**src/rtl/action_scheduler.sv**
```systemverilog
`default_nettype none
// ============================================================================
// Module      : action_scheduler
// Description : Turns raw player buttons and a gravity timer into a stream of
//               one-hot game actions with a valid/ack handshake.
//               Each button is synchronised and edge-detected. A rising edge
//               sets that button's pending flag. A programmable gravity
//               counter sets its own pending "down" flag. A small FSM
//               (IDLE/RUN/ISSUE/HALT) chooses one pending action at a time
//               and holds it until the controller acknowledges it.
// Ports       :
//   clk          in   system clock (rising edge)
//   rst_n        in   asynchronous active-low reset
//   start        in   single-cycle pulse, starts or restarts a game
//   btn_right    in   raw asynchronous button, active-high
//   btn_left     in   raw asynchronous button, active-high
//   btn_down     in   raw asynchronous button, active-high
//   btn_rotate   in   raw asynchronous button, active-high
//   pause        in   level, freezes gravity and issuing
//   level [1:0]  in   speed level, gravity period = GRAV_BASE >> level
//   game_over    in   level, forces HALT
//   act_ack      in   controller accepts the presented action
//   act_valid    out  an action is presented
//   action [3:0] out  one-hot {rotate, right, left, down}
//   native_down  out  presented down came from gravity
//   grav_miss    out  one-cycle pulse, gravity tick lost
// Revision    : 1.0  initial release
// ============================================================================
module action_scheduler #(
    parameter int unsigned GRAV_BASE = 32'd12_500_000,
    parameter int          CW        = 24
) (
    input  logic       clk,
    input  logic       rst_n,
    input  logic       start,
    input  logic       btn_right,
    input  logic       btn_left,
    input  logic       btn_down,
    input  logic       btn_rotate,
    input  logic       pause,
    input  logic [1:0] level,
    input  logic       game_over,
    input  logic       act_ack,
    output logic       act_valid,
    output logic [3:0] action,
    output logic       native_down,
    output logic       grav_miss
);

    typedef enum logic [1:0] {
        S_IDLE  = 2'd0,
        S_RUN   = 2'd1,
        S_ISSUE = 2'd2,
        S_HALT  = 2'd3
    } state_t;

    // Bit positions shared by the button vectors and the action output.
    localparam int c_down  = 0;
    localparam int c_left  = 1;
    localparam int c_right = 2;
    localparam int c_rot   = 3;

    localparam logic [CW-1:0] c_grav_base = CW'(GRAV_BASE);

    state_t        r_state;
    logic [3:0]    r_sync1;
    logic [3:0]    r_sync2;
    logic [3:0]    r_prev;
    logic [3:0]    r_edge;
    logic [3:0]    r_pend;
    logic          r_pend_grav;
    logic [CW-1:0] r_cnt;
    logic          r_act_valid;
    logic [3:0]    r_action;
    logic          r_native;
    logic [3:0]    r_iss_user;
    logic          r_grav_miss;

    logic [3:0]    w_btn_raw;
    logic [CW-1:0] w_period;
    logic [CW-1:0] w_period_m1;
    logic          w_active;
    logic          w_run_en;
    logic          w_tick;
    logic          w_ack;
    logic [3:0]    w_set;
    logic [3:0]    w_clr_user;
    logic          w_clr_grav;
    logic [3:0]    w_pend_next;
    logic          w_grav_next;
    logic          w_miss;
    logic [CW-1:0] w_cnt_next;
    logic          w_any;
    logic [3:0]    w_arb_action;
    logic          w_arb_native;
    logic [3:0]    w_arb_iss;

    assign w_btn_raw = {btn_rotate, btn_right, btn_left, btn_down};

    always_comb begin
        w_period    = c_grav_base >> level;
        w_period_m1 = w_period - CW'(1);
        w_active    = (r_state == S_RUN) || (r_state == S_ISSUE);
        w_run_en    = w_active && !pause;
        // ">=" rather than "==" so that a level increase that leaves the
        // counter beyond the new period still produces a tick right away.
        w_tick      = w_run_en && (r_cnt >= w_period_m1);
        w_ack       = (r_state == S_ISSUE) && act_ack;

        // Simultaneous left and right cancel each other; edges are dropped
        // entirely outside an active, unpaused game.
        w_set = r_edge;
        if (r_edge[c_left] && r_edge[c_right]) begin
            w_set[c_left]  = 1'b0;
            w_set[c_right] = 1'b0;
        end
        if (!w_run_en) begin
            w_set = 4'b0000;
        end

        // Clearing only the flags that were actually issued lets a press
        // arriving during the wait survive the ack. A new edge in the ack
        // cycle re-sets its flag because the set term is ORed in last.
        w_clr_user  = w_ack ? r_iss_user : 4'b0000;
        w_clr_grav  = w_ack && r_native;
        w_pend_next = (r_pend & ~w_clr_user) | w_set;
        w_grav_next = (r_pend_grav && !w_clr_grav) || w_tick;
        w_miss      = w_tick && r_pend_grav && !w_clr_grav;

        w_cnt_next = r_cnt;
        if (w_run_en) begin
            w_cnt_next = w_tick ? '0 : r_cnt + CW'(1);
        end

        // Fixed priority: down (gravity or user) > rotate > left > right.
        w_any        = r_pend_grav || (|r_pend);
        w_arb_action = 4'b0000;
        w_arb_native = 1'b0;
        w_arb_iss    = 4'b0000;
        if (r_pend_grav || r_pend[c_down]) begin
            w_arb_action = 4'b0001;
            w_arb_native = r_pend_grav;
            w_arb_iss    = {3'b000, r_pend[c_down]};
        end else if (r_pend[c_rot]) begin
            w_arb_action = 4'b1000;
            w_arb_iss    = 4'b1000;
        end else if (r_pend[c_left]) begin
            w_arb_action = 4'b0010;
            w_arb_iss    = 4'b0010;
        end else if (r_pend[c_right]) begin
            w_arb_action = 4'b0100;
            w_arb_iss    = 4'b0100;
        end
    end

    always_ff @(posedge clk or negedge rst_n) begin
        if (!rst_n) begin
            r_state     <= S_IDLE;
            r_sync1     <= 4'b0000;
            r_sync2     <= 4'b0000;
            r_prev      <= 4'b0000;
            r_edge      <= 4'b0000;
            r_pend      <= 4'b0000;
            r_pend_grav <= 1'b0;
            r_cnt       <= '0;
            r_act_valid <= 1'b0;
            r_action    <= 4'b0000;
            r_native    <= 1'b0;
            r_iss_user  <= 4'b0000;
            r_grav_miss <= 1'b0;
        end else begin
            // Edge is registered so a detected edge lands in the pending
            // flags three edges after the button is first sampled.
            r_sync1     <= w_btn_raw;
            r_sync2     <= r_sync1;
            r_prev      <= r_sync2;
            r_edge      <= r_sync2 & ~r_prev;
            r_grav_miss <= 1'b0;

            if (game_over) begin
                r_state     <= S_HALT;
                r_act_valid <= 1'b0;
                r_action    <= 4'b0000;
                r_native    <= 1'b0;
                r_iss_user  <= 4'b0000;
                r_pend      <= 4'b0000;
                r_pend_grav <= 1'b0;
                r_cnt       <= '0;
            end else begin
                case (r_state)
                    S_IDLE, S_HALT: begin
                        if (start) begin
                            r_state     <= S_RUN;
                            r_cnt       <= '0;
                            r_pend      <= 4'b0000;
                            r_pend_grav <= 1'b0;
                            // Treat every button as already high so a
                            // button held across start must be released
                            // before it can register.
                            r_edge      <= 4'b0000;
                            r_prev      <= 4'b1111;
                        end
                    end
                    S_RUN: begin
                        r_pend      <= w_pend_next;
                        r_pend_grav <= w_grav_next;
                        r_cnt       <= w_cnt_next;
                        r_grav_miss <= w_miss;
                        if (!pause && w_any) begin
                            r_state     <= S_ISSUE;
                            r_act_valid <= 1'b1;
                            r_action    <= w_arb_action;
                            r_native    <= w_arb_native;
                            r_iss_user  <= w_arb_iss;
                        end
                    end
                    S_ISSUE: begin
                        r_pend      <= w_pend_next;
                        r_pend_grav <= w_grav_next;
                        r_cnt       <= w_cnt_next;
                        r_grav_miss <= w_miss;
                        if (w_ack) begin
                            r_state     <= S_RUN;
                            r_act_valid <= 1'b0;
                            r_action    <= 4'b0000;
                            r_native    <= 1'b0;
                            r_iss_user  <= 4'b0000;
                        end
                    end
                    default: begin
                        r_state <= S_IDLE;
                    end
                endcase
            end
        end
    end

    assign act_valid   = r_act_valid;
    assign action      = r_action;
    assign native_down = r_native;
    assign grav_miss   = r_grav_miss;

endmodule
`default_nettype wire
```
**config.mk**
```make
export PLATFORM = sky130hd
export DESIGN_NAME = action_scheduler
export DESIGN_NICKNAME = d
export VERILOG_FILES = /design/src/rtl/action_scheduler.sv
export SDC_FILE = /design/constraint.sdc
export NUM_CORES = 1
export LEC_CHECK = 0
export CELL_PAD_IN_SITES_DETAIL_PLACEMENT = 1
export CELL_PAD_IN_SITES_GLOBAL_PLACEMENT = 2
export CORE_AREA = 8 8 98 100
export DETAILED_ROUTE_END_ITERATION = 6
export DIE_AREA = 0 0 106 108
export PLACE_DENSITY = 0.84
export SLEW_MARGIN = 20
export SYNTH_ARGS = -nofsm -noshare
export SYNTH_HDL_FRONTEND = slang
export SYNTH_SLANG_ARGS = --single-unit
```
**constraint.sdc**
```tcl
create_clock -name clk -period 3.5 [get_ports clk]
set_input_delay 1.05 -clock clk [delete_from_list [all_inputs] [get_ports clk]]
set_output_delay 1.05 -clock clk [all_outputs]
set_load 0.01 [all_outputs]
```
After elaboration in Yosys (flattened, before gate mapping)

Cells that the tools add are included.

$add $sub $neg: 2
Magnitude comparators: 1
Eq/ne operators: 7
Shifts and indexed selects: 1
Muxes and demuxes: 47
Bitwise operators: 5
Reductions and logical operators: 23

Operator list:

| kind                    | number |
|---|---|
| $mux W24                | 4 |
| $mux W4                 | 18 |
| $pmux W24 S2            | 1 |
| $add A24 B1 Y24 const B | 1 |
| $ge A24 B24 Y1          | 1 |
| $pmux W4 S2             | 3 |
| $shr A24 B2 Y24 const A | 1 |
| $sub A24 B1 Y24 const B | 1 |
| $mux W1                 | 10 |
| $mux W2                 | 5 |
| $logic_and A1 B1 Y1     | 9 |
| $and A4 B4 Y4           | 2 |
| $not A4 Y4              | 2 |
| $mux W3                 | 2 |
| $ne A3 B3 Y1 const B    | 2 |
| $pmux W1 S2             | 3 |
| $pmux W2 S3             | 1 |
| $reduce_and A3 Y1       | 2 |
| $eq A2 B2 Y1 const B    | 2 |
| $logic_or A1 B1 Y1      | 4 |
| $or A4 B4 Y4            | 1 |
| $reduce_or A2 Y1        | 2 |
| $reduce_or A4 Y1        | 1 |
| $ne A3 B1 Y1 const B    | 1 |
| 6 further kinds         | 7 |

Register bits: 58
Input port bits: 12

Logic depth before layout (Yosys ltp)

Depth after elaboration: 8
Depth in mapped cells: 14

Worst setup path after synthesis

No wires, ideal clock.

Path type: input to register
Start point: input level[1]
End point: register r_cnt[6]
Setup time: 0.126 ns
Arrival time: 2.894 ns
Required time: 3.374 ns
Path slack: 0.480 ns
Cell stages on the path: 12
Path buffers: 2
Cell sequence: nor2b_2 inv_2 ha_1 ha_1 a21oi_1 a21oi_1 nor2_1 o22a_1 buf_2 buf_6 a32oi_1 o21ai_1

Word-level cells in the longest chain between the ends: 8

RTL lines:

| item                 | line | RTL |
|---|---|---|
| start, declared      | 41   | `input logic [1:0] level,` |
| $shr A24 B2 Y24      | 101  | `w_period = c_grav_base >> level;` |
| $sub A24 B1 Y24      | 102  | `w_period_m1 = w_period - CW'(1);` |
| $ge A24 B24 Y1       | 107  | `w_tick = w_run_en && (r_cnt >= w_period_m1);` |
| $logic_and A1 B1 Y1  | 107  |  |
| $mux W24             | 132  | `w_cnt_next = w_tick ? '0 : r_cnt + CW'(1);` |
| $mux W24             | 131  | `if (w_run_en) begin` |
| $pmux W24 S2         | 190  | `case (r_state)` |
| $mux W24             | 180  | `if (game_over) begin` |
| end signal, assigned | 207  | `r_cnt <= w_cnt_next;` |
| end signal, assigned | 220  | `r_cnt <= w_cnt_next;` |
| end, declared        | 72   | `logic [CW-1:0] r_cnt;` |

No other way between the ends. The select of a mux whose other input is x is not followed.
A chain may end at the register's enable or synchronous reset.

Worst setup path in the final report

Start point: input level[1]
End point: register r_cnt[17]

The elaborated chain is that of the path after synthesis.

==> results.md <==
• r_sync2[3] — destination of the worst hold path
• 0.362 — net switching share of the total power
• 0.302 GHz — highest clock frequency the design can meet
• 433 nW/um^2 — power per cell area
• 0 — post-route antenna net violation count
• 0.0192 — xor-xnor portion of the synthesized cell area
• r_cnt[19] — worst flop-to-flop path startpoint
• 5.83 — vias per cell
• sky130_fd_sc_hd__dfrtp_1 (43%), sky130_fd_sc_hd__ha_1 (9.0%), sky130_fd_sc_hd__nand3_1 (3.9%) — Area contributors post-synth
• 0.0932 — adder and majority gate portion of the synthesized area
• 0 — Pins Over Slew Limit
• 0.00698 ns — worst-case clock skew
• 55 — Clock Sink Count
• sky130_fd_sc_hd__dfrtp_1 — predominant post-synthesis flop cell
• 0 — number of flops mapped to enable cells by yosys
• primary input — Worst setup SP type
• 0 — cell depth of the worst min-delay path
• 0.850 — routability congestion estimate from global placement
• 3.55 ns — critical path arrival
• reg -> reg — path category of the worst min-delay check
• 2723 — total vias in the final route
• 106 um — die width
• 0 — Synth Warn #
• 5 — TritonCTS buffer count
• 0.11 ns — clock slew at reported path FFs
• 3730 um^2 — post-route standard cell area excluding fillers
• 0 — Post-CTS Setup Inserts
• 1.00 — share of synthesized registers carrying an async set or reset
• 0.250 — clock power share
• 11400 um^2 — DIE AREA
• 1380 um^2 — Sequential Area
• 0 ns — final-layout setup total negative slack
• 330 — gate count of the mapped netlist
• 0 — post-CTS sizing
• 0 — GR Overflow Total
• 0 — DRC violations left
• 6240 um — HPWL after detailed placement
• completed — run status
• 0.431 — post-synthesis sequential area ratio
• 0.0102 — fraction of synthesized area in multiplexers
• 33 — maximum number of pins on one net before global-route repair
• done — clock tree from TritonCTS
• 3580 um^2 — total placed instance area
• 586 uW — switching power
• 16.7% — synthesis-to-finish area growth
• 53 — count of distinct cell types in the synthesized netlist
• 0.930 ns — actual transition at the worst max-transition pin
• 3.74 ns — worst path required time
• 0.142 — compound-gate portion of the synthesized area
• 0 — number of antenna violations at the first check in global routing
• simple AND/OR/NAND/NOR gates — largest family of logic cells by synthesized area
• 14400 um — first-pass GRT wire length
• 0.32 ns — worst skew pair latency
• 33 — count of standard-cell rows
• r_sync1[3] — launch point of the worst hold path
• 0.431 — top cell type's share of synthesized area
• r_cnt[18] — r2r endpoint
• 18.2 um — routed wire length per instance
• 0.376 — max-slew headroom at the worst pin
• sky130_fd_sc_hd__dfrtp_1 — Synth area leader
• 0 — max-capacitance violation count
• 2826 — via count of the first global-routing pass
• 0.308 — portion of total power attributed to combinational logic
• 1.72 nW — P_leak
• 0 — final antenna diode count
• 919 — Fillers
• sky130_fd_sc_hd__clkbuf_8 — CTS Root Cell
• 2 — buffer depth of the longest clock path
• 108 um — vertical die dimension
• 3200 um^2 — area of the mapped netlist
• 396 — total number of nets in the final design
• 0.202 mV — Max IR drop VDD
• 8050 um^2 — area of the placeable core
• 0.358 ns — Min Hold Slack
• 1.03 mW — cell internal power dissipation
• 0 — number of failing hold endpoints at the final stage
• 0 — final number of setup-violating endpoints
• 3.31 ns — Period minus WS final
• 10 — maximum net fanout on the critical path
• 120 — 1st-iter DRT viols
• sky130_fd_sc_hd__dfrtp_1 (55), sky130_fd_sc_hd__nand3_1 (25), sky130_fd_sc_hd__nand2_1 (23), sky130_fd_sc_hd__ha_1 (23), sky130_fd_sc_hd__buf_4 (22) — leading cell types in the layout, fill and taps excluded
• 19 — boundary pin count
• 9.68 um^2 — syn_area_per_cell
• 4 — Detailed Routing Iterations Pass 1
• 2 — number of H-tree levels
• 8500 um — routed wire length
• in -> reg — classification of the worst setup path
• sky130_fd_sc_hd__dfrtp_1 — leading cell type in the layout, fill and taps excluded
• 0.397 — effective utilization at floorplan
• 1.20 ns — worst reg-to-reg setup slack
• flop — Worst Setup End Kind
• 55 — count of state elements after synthesis
• 0 — quantity of hold-fixing buffers added after cts
• 0.255 — Simple-Gate Fraction of Synth Area
• 0.442 — part of the power in registers
• 0.945 — final clock period utilization by the worst path
• 8 — number of cells on the worst reg-to-reg path
• 0.153 — GRT Overall Usage
• 1710 um^2 — multi-input combinational cell area
• 18 — count of port buffers added during placement
• 0.133 — ratio of cells with drive above 1 in the final layout
## how the worst max path moves through the flow
stage / from / end / slack [ns] / depth (start not counted)
final: level[1] / r_cnt[17] / 0.19 / 12
after global placement: level[0] / r_cnt[13] / -0.19 / 11
after global routing: level[1] / r_cnt[7] / -0.03 / 13
after CTS: level[0] / r_cnt[9] / 0.04 / 13
after floorplan: level[1] / r_cnt[6] / 0.48 / 12
after detailed placement: level[0] / r_cnt[9] / -0.29 / 13
## cells in the mapped netlist, types with 2 or more instances
master	count
sky130_fd_sc_hd__dfrtp_1	55
sky130_fd_sc_hd__nand3_1	25
sky130_fd_sc_hd__ha_1	23
sky130_fd_sc_hd__nand2_1	23
sky130_fd_sc_hd__nor2_1	18
sky130_fd_sc_hd__nor3_1	16
sky130_fd_sc_hd__inv_1	13
sky130_fd_sc_hd__nand4_1	12
sky130_fd_sc_hd__a21oi_1	10
sky130_fd_sc_hd__a31oi_1	9
sky130_fd_sc_hd__a41oi_1	9
sky130_fd_sc_hd__nand2b_1	8
sky130_fd_sc_hd__clkbuf_1	7
sky130_fd_sc_hd__nand4b_1	7
sky130_fd_sc_hd__a21o_1	6
sky130_fd_sc_hd__a32o_1	6
sky130_fd_sc_hd__and3_1	6
sky130_fd_sc_hd__and2_1	5
sky130_fd_sc_hd__buf_2	5
sky130_fd_sc_hd__buf_4	5
sky130_fd_sc_hd__nor3b_1	5
sky130_fd_sc_hd__nor4_1	5
sky130_fd_sc_hd__a22o_1	4
sky130_fd_sc_hd__o211ai_1	4
sky130_fd_sc_hd__xor2_1	4
sky130_fd_sc_hd__and4_1	3
sky130_fd_sc_hd__o21ai_0	3
sky130_fd_sc_hd__xnor2_1	3
sky130_fd_sc_hd__and2_0	2
sky130_fd_sc_hd__conb_1	2
sky130_fd_sc_hd__mux2_2	2
sky130_fd_sc_hd__nand3b_1	2
sky130_fd_sc_hd__o21ai_1	2
sky130_fd_sc_hd__or2_2	2
## area by class of cell
class / instances / share of cell area
sequential: 55 / 0.369
clock buffer: 6 / 0.0221
inverter: 14 / 0.0141
tap: 105 / 0.0352
clock inverter: 2 / 0.00537
timing repair buffer: 41 / 0.0949
multi-input combinational: 244 / 0.459
## layer usage
layer,GRT usage,routed length (um),vias up
li1,-,-,1287
met1,0.207,4070,1400
met2,0.253,4170,31
met3,0.0256,212,5
met4,0.0281,42,0
met5,0,0,-
## worst max-delay path, stage by stage
cell	delay (ns)
sky130_fd_sc_hd__clkdlybuf4s50_1	0.53
sky130_fd_sc_hd__nor2b_2	0.20
sky130_fd_sc_hd__inv_2	0.06
sky130_fd_sc_hd__ha_1	0.29
sky130_fd_sc_hd__ha_1	0.29
sky130_fd_sc_hd__a21oi_1	0.13
sky130_fd_sc_hd__a21oi_1	0.08
sky130_fd_sc_hd__nor2_1	0.14
sky130_fd_sc_hd__o22a_2	0.28
sky130_fd_sc_hd__buf_4	0.21
sky130_fd_sc_hd__a41oi_1	0.12
sky130_fd_sc_hd__a31oi_1	0.17
## power groups by stage
stage | Clock (mW) | Sequential, mW | Combinational (mW)
5_1_grt | 0.436 | 0.720 | 0.552
6_report | 0.404 | 0.714 | 0.498
2_1_floorplan | 0 | 0.722 | 0.317
3_3_place_gp | 0 | 0.724 | 0.484
4_1_cts | 0.412 | 0.714 | 0.498
3_5_place_dp | 0 | 0.727 | 0.495
## cell families (layout without fill, tap and decap cells)
logic type	after synthesis	count (layout)
AND/OR/NAND/NOR	146	146
AO/OA/AOI/OAI	61	61
flip-flops	55	55
buffers and inverters	32	63
adder cells (fa/ha/maj)	24	24
XOR/XNOR	7	7
multiplexers	3	3
other	2	3
## stage by stage
step / utilization / power (mW) / std cells / setup WS (ns)
2_1_floorplan: - / 1.04 / 331 / 0.480
3_3_place_gp: 0.444 / 1.21 / 459 / -0.193
5_1_grt: 0.463 / 1.71 / 467 / -0.0287
3_5_place_dp: 0.444 / 1.22 / 459 / -0.288
4_1_cts: 0.457 / 1.62 / 467 / 0.0354
6_report: 0.463 / 1.62 / 467 / 0.192
## sequential cells by signal, summed over array words and instances (netlist names)
signal       count
r_pend           4
grav_miss        1
r_prev           4
action           4
act_valid        1
r_sync1          4
r_edge           4
native_down      1
r_state          2
r_cnt           24
r_sync2          4
r_pend_grav      1
r_iss_user       1
Note: power is estimated with default switching activity, not from simulation.
